[src/rtl/gauss_coeff_collector.sv]
// Gaussian coefficient collector.
// Maps each signed sampler coefficient to its residue mod MODULUS and buffers
// the words in a small FIFO. It emits exactly one polynomial of POLY_N
// coefficients on a valid/ready stream. It also throttles the upstream random
// source through random_enable, so that words still in flight cannot overflow
// the FIFO.
module gauss_coeff_collector #(
    parameter int PARALLELISM = 4,
    parameter int VALUE_WIDTH = 13,
    parameter int COEFF_WIDTH = 12,
    parameter int MODULUS     = 3329,
    parameter int POLY_N      = 256,
    parameter int FIFO_DEPTH  = 8,
    parameter int PIPE_SLACK  = 4
) (
    input  logic                                      clk,
    input  logic                                      rst,
    input  logic                                      start,
    output logic                                      busy,
    output logic                                      done,
    input  logic                                      sample_valid,
    input  logic [PARALLELISM*VALUE_WIDTH-1:0]        coeffs,
    output logic                                      random_enable,
    output logic                                      overflow,
    output logic                                      out_valid,
    input  logic                                      out_ready,
    output logic [PARALLELISM*COEFF_WIDTH-1:0]        out_data,
    output logic [$clog2(POLY_N/PARALLELISM)-1:0]     out_index,
    output logic                                      out_last
);

    localparam int WORDS = POLY_N / PARALLELISM;
    localparam int IDX_W = $clog2(WORDS);
    localparam int ACC_W = $clog2(WORDS + 1);
    localparam int CNT_W = $clog2(FIFO_DEPTH + 1);
    localparam int PTR_W = $clog2(FIFO_DEPTH);
    localparam int DW    = PARALLELISM * COEFF_WIDTH;
    localparam int RW    = (($clog2(MODULUS) > VALUE_WIDTH) ? $clog2(MODULUS) : VALUE_WIDTH) + 2;

    typedef enum logic [1:0] {S_IDLE, S_RUN, S_DRAIN, S_DONE} state_t;

    // Canonical residue of a signed coefficient. |x| < MODULUS, so one
    // conditional add of the modulus is enough.
    function automatic logic [COEFF_WIDTH-1:0] to_residue(input logic signed [VALUE_WIDTH-1:0] x);
        logic signed [RW-1:0] r;
        r = {{(RW-VALUE_WIDTH){x[VALUE_WIDTH-1]}}, x};
        if (x < 0) begin
            r = r + $signed(RW'(MODULUS));
        end
        return COEFF_WIDTH'(r);
    endfunction

    state_t            state_q, state_d;
    logic [ACC_W-1:0]  acc_q, acc_d;
    logic [IDX_W-1:0]  idx_q, idx_d;
    logic [CNT_W-1:0]  cnt_q, cnt_d;
    logic [PTR_W-1:0]  rd_ptr_q, rd_ptr_d;
    logic [PTR_W-1:0]  wr_ptr_q, wr_ptr_d;
    logic              ovf_q, ovf_d;
    logic              ren_q, ren_d;
    logic              push, pop;
    logic [DW-1:0]     wr_word;
    logic [DW-1:0]     mem_q [FIFO_DEPTH];

    // Lane-wise conversion of the incoming word ahead of the FIFO write.
    always_comb begin
        wr_word = '0;
        for (int i = 0; i < PARALLELISM; i++) begin
            wr_word[COEFF_WIDTH*i +: COEFF_WIDTH] = to_residue(coeffs[VALUE_WIDTH*i +: VALUE_WIDTH]);
        end
    end

    // Next-state logic for the FSM, the counters, the FIFO pointers and the throttle.
    always_comb begin
        state_d  = state_q;
        acc_d    = acc_q;
        idx_d    = idx_q;
        ovf_d    = ovf_q;
        push     = 1'b0;
        pop      = (cnt_q != '0) && out_ready;

        if (pop) begin
            idx_d = (idx_q == IDX_W'(WORDS - 1)) ? '0 : idx_q + IDX_W'(1);
        end

        case (state_q)
            S_IDLE: begin
                if (start) begin
                    state_d = S_RUN;
                    acc_d   = '0;
                    idx_d   = '0;
                    ovf_d   = 1'b0;
                end
            end
            S_RUN: begin
                if (sample_valid) begin
                    if ((cnt_q < CNT_W'(FIFO_DEPTH)) || pop) begin
                        push = 1'b1;
                    end else begin
                        ovf_d = 1'b1;
                    end
                end
                if (push) begin
                    acc_d = acc_q + ACC_W'(1);
                end
                if (acc_d == ACC_W'(WORDS)) begin
                    state_d = S_DRAIN;
                end
            end
            S_DRAIN: begin
                if (pop && (idx_q == IDX_W'(WORDS - 1))) begin
                    state_d = S_DONE;
                end
            end
            default: begin
                state_d = S_IDLE;
            end
        endcase

        cnt_d    = cnt_q + CNT_W'(push) - CNT_W'(pop);
        wr_ptr_d = push ? wr_ptr_q + PTR_W'(1) : wr_ptr_q;
        rd_ptr_d = pop ? rd_ptr_q + PTR_W'(1) : rd_ptr_q;

        // Keep enough headroom for PIPE_SLACK in-flight words, and do not ask
        // for more words than the polynomial still needs.
        ren_d = (state_d == S_RUN)
             && ((CNT_W'(FIFO_DEPTH) - cnt_d) > CNT_W'(PIPE_SLACK))
             && (({1'b0, acc_d} + (ACC_W+1)'(cnt_d)) < (ACC_W+1)'(WORDS));
    end

    // Control registers, cleared by the synchronous reset.
    always_ff @(posedge clk) begin
        if (rst) begin
            state_q  <= S_IDLE;
            acc_q    <= '0;
            idx_q    <= '0;
            cnt_q    <= '0;
            rd_ptr_q <= '0;
            wr_ptr_q <= '0;
            ovf_q    <= 1'b0;
            ren_q    <= 1'b0;
        end else begin
            state_q  <= state_d;
            acc_q    <= acc_d;
            idx_q    <= idx_d;
            cnt_q    <= cnt_d;
            rd_ptr_q <= rd_ptr_d;
            wr_ptr_q <= wr_ptr_d;
            ovf_q    <= ovf_d;
            ren_q    <= ren_d;
        end
    end

    // FIFO storage. The storage is not reset; the occupancy count qualifies it.
    always_ff @(posedge clk) begin
        if (push) begin
            mem_q[wr_ptr_q] <= wr_word;
        end
    end

    assign busy          = (state_q == S_RUN) || (state_q == S_DRAIN);
    assign done          = (state_q == S_DONE);
    assign random_enable = ren_q;
    assign overflow      = ovf_q;
    assign out_valid     = (cnt_q != '0);
    assign out_data      = out_valid ? mem_q[rd_ptr_q] : '0;
    assign out_index     = idx_q;
    assign out_last      = out_valid && (idx_q == IDX_W'(WORDS - 1));

endmodule

[config.mk]
export PLATFORM = sky130hd
export DESIGN_NAME = gauss_coeff_collector
export DESIGN_NICKNAME = d
export VERILOG_FILES = /design/src/rtl/gauss_coeff_collector.sv
export SDC_FILE = /design/constraint.sdc
export NUM_CORES = 1
export LEC_CHECK = 0
export CORE_ASPECT_RATIO = 1.4
export CORE_MARGIN = 5
export CORE_UTILIZATION = 59
export CTS_CLUSTER_SIZE = 40
export DETAILED_ROUTE_END_ITERATION = 7
export MAX_ROUTING_LAYER = met4
export PLACE_DENSITY = 0.86
export SYNTH_ARGS = -nofsm -noshare
export SYNTH_HDL_FRONTEND = slang
export SYNTH_SLANG_ARGS = --single-unit
[constraint.sdc]
create_clock -name clk -period 8.1 [get_ports clk]
set_clock_uncertainty 0.15 [all_clocks]
set_input_delay 1.62 -clock clk [delete_from_list [all_inputs] [get_ports clk]]
set_output_delay 1.62 -clock clk [all_outputs]
set_load 0.005 [all_outputs]
==> results.txt <==
pin count of the biggest net entering global routing = 53
Post-CTS Hold Buffers = 0
critical path arrival = 3.70 ns
vias in the first global route = 9565
Fill cells = 1742
final max-slew violation count = 0
placed cell area = 18800 sq um
Hold Path Origin = rd_ptr_q[1]
pwr dens = 282 nW/um^2
Slew headroom = 0.320
antenna cells = 0
Sink Count = 414
Reg-to-Reg Start = state_q[0]
Main synth FF type = edfxtp_1
CTS tree = built
DP Wirelength = 19500 microns
Total GRT Usage = 0.231
Mapped Area = 17100 sq um
outcome = finished clean
port buffer count = 116
Final ANT Viol Nets = 0
initial antenna violation count = 0
Worst-path clk slew = 0.06 ns
GRT Residual Overflow = 0
fin crit share = 0.675
LEAKAGE = 6.35 nW
RSZ-0062 raised after global routing = no
Async SR Flop Fraction = 0
commonest non-fill, non-tap cell in the layout = edfxtp_1
most frequent cells in the layout = edfxtp_1, clkdlybuf4s50_1, mux4_2
Starting Density = 0.601
Post-route DRC = 0
max cap viols = 0
Worst Setup Start Kind = register
first-pass GRT wire length = 55700 microns
CTS resizes = 0
Crit. End Element = primary output
drt first pass iters = 5
EDFF count, synth = 384
highest net fanout along the worst path = 51
CTS H-Tree Depth = 2
Setup TNS = 0 ns
fmax = 183 MHz
WL final = 36000 microns
Layout Nets = 1156
final instance area = 20000 sq um
Cell Count, Final, Fillers Out = 1482
final critical-path required period = 5.47 ns
root buf cell = clkbuf_16
Die W = 154 microns
postcts setup bufs = 0
Syn Nets = 1027
Mapped Cells = 949
sequential cell area = 12100 sq um
area of the multi-input gates = 4830 sq um
final core occ = 0.702
vias per cell = 6.23
Max VDD drop = 0.207 mV
Seq/Total Area, Yosys = 0.708
Worst-Margin Slew = 1.02 ns
Initial DRC Count = 911
area grow syn2layout = 16.8%
Synth Area per Inst = 18.0 sq um
Final Wtd Congestion = 0.843
standard-cell row count = 73
Placement Setup Slack = 2.22 ns
clk_lat worst skew = 0.52 ns
I/O Pins = 117
area of the core = 28500 sq um
Yosys cell types = 50
Die ar. = 32600 sq um
Yosys reg bits = 414
Vias = 9226
placed cells = 1413
Die Y = 212 microns
Clock Tree Buf Depth = 3
CP Data Required Time = 6.33 ns
Final Hold Viols = 0
synth warn = 0
TritonCTS buffer count = 38
fraction of layout cells with a size suffix above 1 = 0.172
crit path setup slack, layout = 2.63 ns
CP Class = reg2out
Hold Path Class = reg2reg
Setup-failing EPs final = 0
WL/cell = 24.3 microns
[kinds of logic after synthesis]
group | Yosys count | synth area share
XOR/XNOR | 60 | 0.0307
multiplexers | 150 | 0.158
adder cells (fa/ha/maj) | 21 | 0.0158
buffers and inverters | 57 | 0.0132
AND/OR/NAND/NOR | 197 | 0.0541
flip-flops | 414 | 0.708
AO/OA/AOI/OAI | 50 | 0.0197
[sequential cells by signal (all words and copies together), names as in the netlist, named ones only]
name / flops
cnt_q: 4
acc_q: 7
rd_ptr_q: 3
wr_ptr_q: 3
state_q: 2
mem_q: 384
random_enable: 1
out_index: 6
overflow: 1
[cell usage after synthesis (2+ instances only)]
cell      instances  area, sq um
nand3_1           8         40.0
dfxtp_1          30          601
a21oi_1          15         75.1
nor4_1            3         18.8
nand2b_1          9         56.3
mux4_2           96         2160
buf_1             4         15.0
mux2_2            5         56.3
xnor2_1          38          333
o21ai_0           9         45.0
ha_1             20          250
or3_1             3         18.8
inv_1            16         60.1
edfxtp_1        384        11500
buf_2             7         35.0
or2_2             2         12.5
nand4_1          14         87.6
a31o_2            3         26.3
nand2_1          46          173
nor2_1           85          319
nor3_1            3         15.0
clkbuf_1         28          105
a22oi_1           5         37.5
a21o_1            6         45.0
and3_1           10         62.6
a41oi_1           2         17.5
nor2b_1           6         37.5
mux2i_1          49          490
xor2_1           22          193
[layout make-up]
type | count | area share
sequential | 414 | 0.607
tap | 375 | 0.0235
clock buffer | 45 | 0.0499
multi-input combinational | 478 | 0.241
clock inverter | 24 | 0.0124
timing repair buffer | 129 | 0.0629
inverter | 17 | 0.00319
[metal layers]
metal,share of wire,global-route usage,vias up
met5,0,-,-
met4,0.029,0.0756,0
met3,0.060,0.0305,78
li1,-,-,3997
met2,0.54,0.398,420
met1,0.37,0.286,4731
[per-stage QoR]
stage | power [mW] | hold slack, ns
after CTS | 5.70 | 0.345
after detailed placement | 3.91 | 0.312
after global placement | 3.89 | 0.317
after floorplan | 3.34 | 0.304
after global routing | 5.90 | 0.369
final | 5.65 | 0.337
[path summary, 6_finish.rpt]
path,slack (ns),cells past startpoint,end
worst max-delay path,2.63,5,out_data[31]
worst min-delay path,0.34,2,register
worst max register to register,3.63,17,random_enable
worst min register to register,0.34,2,register
[worst max-delay path, cell delays in order, from the launching register on]
cell	delay, ns
dfxtp_4	1.03
buf_4	0.71
mux4_2	0.59
mux2i_1	0.26
nor2_1	0.07
clkdlybuf4s50_1	0.47
[report_power, final]
| group | switching [mW] | internal, mW |
|---|---|---|
| Clock | 0.735 | 1.04 |
| Sequential | 0.113 | 2.41 |
| Combinational | 0.609 | 0.740 |
(Power assumes the default switching activity.)
==> edit 1 (same flow settings) <==
Re-encode `state_t` (4 states) as one-hot, 4 bits wide.
--- a/src/rtl/gauss_coeff_collector.sv
+++ b/src/rtl/gauss_coeff_collector.sv
@@ -39,3 +39,3 @@
 
-    typedef enum logic [1:0] {S_IDLE, S_RUN, S_DRAIN, S_DONE} state_t;
+    typedef enum logic [3:0] {S_IDLE = 4'b0001, S_RUN = 4'b0010, S_DRAIN = 4'b0100, S_DONE = 4'b1000} state_t;
 
Formal check against the unedited RTL: same outputs for any inputs over 4 cycles, from zero or initial values and one cycle with rst high; so few cycles prove little.
==> edit 1 against the unedited design <==
- wire length is 1.7% higher
- fmax is 3.3% higher
- clock power is 4% lower
- area after synthesis is 0.62% higher
- count of clock-buffer cells in the layout is 1 higher
- power is 0.99% lower
- setup slack better by 0.18 ns
- synthesized cell count is 2.0% higher
- via count is 0.83% higher
- first-iteration DRC count is 7.9% lower
- final area hardly changed
- combinational power is 4% higher
- sequential cell count is 2 higher
==> edit 1: results (changes against the unedited design) <==
run_status: "completed"  # unchanged
wl_per_cell_um: 24.5  # was 24.3 um
post-route-util: 0.690  # was 0.702
synth_nets: 1041  # was 1027
clock_tree_root_driver_cell: "sky130_fd_sc_hd__clkbuf_16"  # unchanged
grt_max_degree: 52  # was 53
instance_area_at_placement_um2: 18800  # about the same
synth_seq_area_share: 0.706  # was 0.708
total_leakage_power_nw: 6.28  # was 6.35 nW
yosys.cell_types.count: 56  # was 50
grt_pass1_wl_um: 56500  # was 55700 um
vdd_ir_drop_max_uv: 266  # was 207 uV
grt_use_total: 0.234  # was 0.231
grt_pass1_vias: 9736  # was 9565
place.gp.congestion: 0.842  # was 0.843
ctsResizeCount: 0  # unchanged
finalNetCount: 1162  # was 1156
share_of_layout_cells_above_drive_strength_1: 0.170  # was 0.172
syn-cell-area_um2: 17200  # was 17100 um^2
route.detailed.vias_per_inst: 6.23  # about the same
crit_fanout: 39  # was 51
antenna_found_initial: 1  # was 0
netlist_top_cells_area: "sky130_fd_sc_hd__edfxtp_1 (67%), sky130_fd_sc_hd__mux4_2 (13%), sky130_fd_sc_hd__dfxtp_1 (3.7%)"  # was sky130_fd_sc_hd__edfxtp_1 (67%), sky130_fd_sc_hd__mux4_2 (13%), sky130_fd_sc_hd__dfxtp_1 (3.5%)
power_report.internal_total_w: 0.00413  # was 0.00419 W
detailedRoute.firstIterationViolations: 839  # was 911
cts-buffers-inserted: 37  # was 38
worst-slew-pin-transition_ns: 1.02  # about the same
number_of_enable_flip_flop_cells_after_synthesis: 384  # unchanged
hp-class: "register to register"  # unchanged
worstPathArrival_ns: 3.52  # was 3.70 ns
setup_viol: 0  # unchanged
nFillCells: 1759  # was 1742
h-tree-depth: 2  # unchanged
place.detailed.hpwl_um: 20000  # was 19500 um
netlist_top_cells_count: "sky130_fd_sc_hd__edfxtp_1 (384), sky130_fd_sc_hd__mux4_2 (96), sky130_fd_sc_hd__nor2_1 (82)"  # was sky130_fd_sc_hd__edfxtp_1 (384), sky130_fd_sc_hd__mux4_2 (96), sky130_fd_sc_hd__nor2_1 (85)
dp_slack_ns: 2.93  # was 2.22 ns
==> edit 1: cell count changes after synthesis, sizes merged, moves of 4 or more <==
cell,delta
ha,-5
nor3,+9
o21ai,+5
a21o,-4
buf,+6
==> edit 1: kinds of logic (layout without fill, tap and decap cells) <==
family	after synthesis	after routing	synth area share
buf+inv	62	207	0.0145
fa+ha+maj	17	17	0.0127
mux	151	151	0.158
simple gates	209	209	0.0587
xor+xnor	57	57	0.0290
compound gates	56	56	0.0210
other cells	0	1	0
flops	416	416	0.706
==> edit 1: final timing paths <==
check                                         startpoint                       end  slack, ns  cells after the start
worst max-delay path                            register              out_data[20]       2.81                      5
worst min register to register  rd_ptr_q[1]$_SDFFE_PP0P_                  register       0.33                      2
worst min-delay path            rd_ptr_q[1]$_SDFFE_PP0P_                  register       0.33                      2
worst max register to register       cnt_q[3]$_SDFF_PP0_  random_enable$_SDFF_PP0_       3.48                     19
==> edit 1: final cells by class <==
| cell class | instances | area share |
|---|---|---|
| Tap cell | 380 | 0.0238 |
| Multi-Input combinational cell | 490 | 0.243 |
| Antenna cell | 1 | 0.000125 |
| Inverter | 15 | 0.00281 |
| Clock buffer | 46 | 0.0495 |
| Timing Repair Buffer | 129 | 0.0629 |
| Clock inverter | 17 | 0.00894 |
| Sequential cell | 416 | 0.609 |
==> edit 1: worst max-delay path: stages (launching register included) <==
cell and delay (ns):
sky130_fd_sc_hd__dfxtp_4 0.83, sky130_fd_sc_hd__buf_4 0.67, sky130_fd_sc_hd__mux4_2 0.60, sky130_fd_sc_hd__mux2i_1 0.28, sky130_fd_sc_hd__nor2_1 0.09, sky130_fd_sc_hd__clkdlybuf4s50_1 0.48
==> edit 1: power groups by stage <==
stage | registers [W] | logic, W | clock network (W)
finish | 0.00249 | 0.00140 | 0.00171
global route | 0.00251 | 0.00151 | 0.00184
CTS | 0.00250 | 0.00141 | 0.00173
detailed placement | 0.00254 | 0.00140 | 0
global placement | 0.00254 | 0.00138 | 0
floorplan | 0.00245 | 0.000889 | 0
==> edit 1: stage by stage <==
stage                     cells  hold slack [ns]
after CTS                  1493            0.333
after global routing       1494            0.365
after detailed placement   1430            0.320
after global placement     1430            0.310
after floorplan             968            0.304
final                      1494            0.334
==> edit 1: per-layer routing <==
metal	track usage	routed length (um)	up-vias
li1	-	-	4044
met1	0.296	13600	4778
met2	0.406	19800	420
met3	0.0271	2380	61
met4	0.0646	824	0
met5	-	0	-
==> edit 2 (same flow settings) <==
Without the edit above. The parameter `FIFO_DEPTH` goes from 8 to 16.
--- a/src/rtl/gauss_coeff_collector.sv
+++ b/src/rtl/gauss_coeff_collector.sv
@@ -12,3 +12,3 @@
     parameter int POLY_N      = 256,
-    parameter int FIFO_DEPTH  = 8,
+    parameter int FIFO_DEPTH  = 16,
     parameter int PIPE_SLACK  = 4
Behaviour: not the same (a bounded check fails within 10 cycles, from zero or initial values and one cycle with rst high).
==> edit 2 against the unedited design <==
- sequential cell count up 388
- wire length increased by 120%
- register-to-register slack got worse by 0.46 ns
- power grew 83%
- first-iteration DRC count increased to 2.7 times the old value
- synthesized cell count rose by 58%
- fmax decreased by 3.6%
- count of clock-buffer cells in the layout grew 36
- setup slack lost 0.20 ns
- final area increased by 82%
- area after synthesis grew 88%
- utilization is 2.8 points lower
- largest cell class unchanged
==> edit 2: results (changes against the unedited design) <==
h-tree-depth: 3  # was 2
worst_r2r_startpoint: "cnt_q[2]$_SDFF_PP0_"  # was state_q[0]$_SDFF_PP0_
post-route-min-period_ns: 5.67  # was 5.47 ns
relSlewSlack: 0.0713  # was 0.320
netlist_top_cells_area: "sky130_fd_sc_hd__edfxtp_1 (72%), sky130_fd_sc_hd__mux4_2 (16%), sky130_fd_sc_hd__dfxtp_1 (2.1%)"  # was sky130_fd_sc_hd__edfxtp_1 (67%), sky130_fd_sc_hd__mux4_2 (13%), sky130_fd_sc_hd__dfxtp_1 (3.5%)
total_leakage_power_nw: 11.2  # was 6.35 nW
grt_pass1_wl_um: 114000  # was 55700 um
detailedRoute.firstIterationViolations: 2484  # was 911
cts-buffers-inserted: 71  # was 38
netlist_top_cells_count: "sky130_fd_sc_hd__edfxtp_1 (768), sky130_fd_sc_hd__mux4_2 (235), sky130_fd_sc_hd__and2_1 (53)"  # was sky130_fd_sc_hd__edfxtp_1 (384), sky130_fd_sc_hd__mux4_2 (96), sky130_fd_sc_hd__nor2_1 (85)
grt_max_degree: 118  # was 53
postRouteWirelength_um: 77900  # was 36000 um
drt_pass1_iterations: 6  # was 5
synth_seq_area_share: 0.738  # was 0.708
synth_nets: 1587  # was 1027
instance_area_at_placement_um2: 34100  # was 18800 um^2
finalNetCount: 1725  # was 1156
grt_use_total: 0.272  # was 0.231
route.detailed.vias_per_inst: 6.72  # was 6.23
wl_per_cell_um: 32.2  # was 24.3 um
share_of_layout_cells_above_drive_strength_1: 0.234  # was 0.172
number_of_enable_flip_flop_cells_after_synthesis: 768  # was 384
vdd_ir_drop_max_uv: 176  # was 207 uV
worstPathArrival_ns: 3.90  # was 3.70 ns
place.detailed.instances: 2290  # was 1413
place.detailed.hpwl_um: 37900  # was 19500 um
rr_worst_depth: 13  # was 17
yosys.cell_types.count: 49  # was 50
dp_slack_ns: 2.47  # was 2.22 ns
clock_insertion_delay_worst_skew_ns: 0.60  # was 0.52 ns
crit_fanout: 70  # was 51
largest_register_ff_count: 768  # was 384
grt_pass1_vias: 17000  # was 9565
place.gp.congestion: 0.796  # was 0.843
run_status: "completed"  # unchanged
## edit 2: area by class of cell
type                       instances  area [um^2]
sequential                       802        23800
fill                            3217        17700
multi-input combinational        612         8040
clock buffer                      81         1860
timing repair buffer             141         1390
tap                              721          902
clock inverter                    46          430
inverter                          14         52.6
antenna                            2         5.00
## edit 2: worst max path at each step
| stage | start | endpoint | cells after the start |
|---|---|---|---|
| finish | register | out_data[26] | 5 |
| floorplan | out_ready | mem_q[3][0]$_DFFE_PP_ | 6 |
| detailed placement | out_ready | random_enable$_SDFF_PP0_ | 12 |
| global placement | out_ready | random_enable$_SDFF_PP0_ | 12 |
| CTS | register | out_data[45] | 5 |
| global route | register | out_data[45] | 5 |
## edit 2: through the flow
stage                      util  total power (W)  hold WS [ns]
after floorplan               -          0.00631         0.322
after global placement    0.631          0.00696         0.334
after detailed placement  0.631          0.00702         0.348
after CTS                 0.673           0.0104         0.369
after global routing      0.674           0.0107         0.421
final                     0.674           0.0103         0.368
## edit 2: worst max-delay path, stage by stage, from the launching register on
cell and delay [ns]:
sky130_fd_sc_hd__dfxtp_4 0.86, sky130_fd_sc_hd__buf_12 0.56, sky130_fd_sc_hd__mux4_2 0.63, sky130_fd_sc_hd__mux4_2 0.57, sky130_fd_sc_hd__and2_1 0.19, sky130_fd_sc_hd__clkdlybuf4s50_1 0.44
## edit 2: power breakdown
part | total, W | internal [W] | switching [W]
combinational | 0.00224 | 0.00121 | 0.00103
clock | 0.00336 | 0.00188 | 0.00148
sequential | 0.00472 | 0.00463 | 0.0000879
## edit 2: cell families after synthesis
logic type      count (synthesis)  share of synthesized area
flops                         802                      0.738
simple gates                  215                     0.0347
xor+xnor                       64                     0.0174
fa+ha+maj                      26                     0.0103
buf+inv                        90                     0.0159
compound gates                 58                     0.0123
mux                           249                      0.172
## edit 2: per-layer routing
| layer | vias up | track usage | part of all wire |
|---|---|---|---|
| li1 | 6489 | - | - |
| met1 | 8404 | 0.323 | 0.34 |
| met2 | 1121 | 0.468 | 0.54 |
| met3 | 244 | 0.0405 | 0.079 |
| met4 | 0 | 0.119 | 0.048 |
| met5 | - | - | 0 |
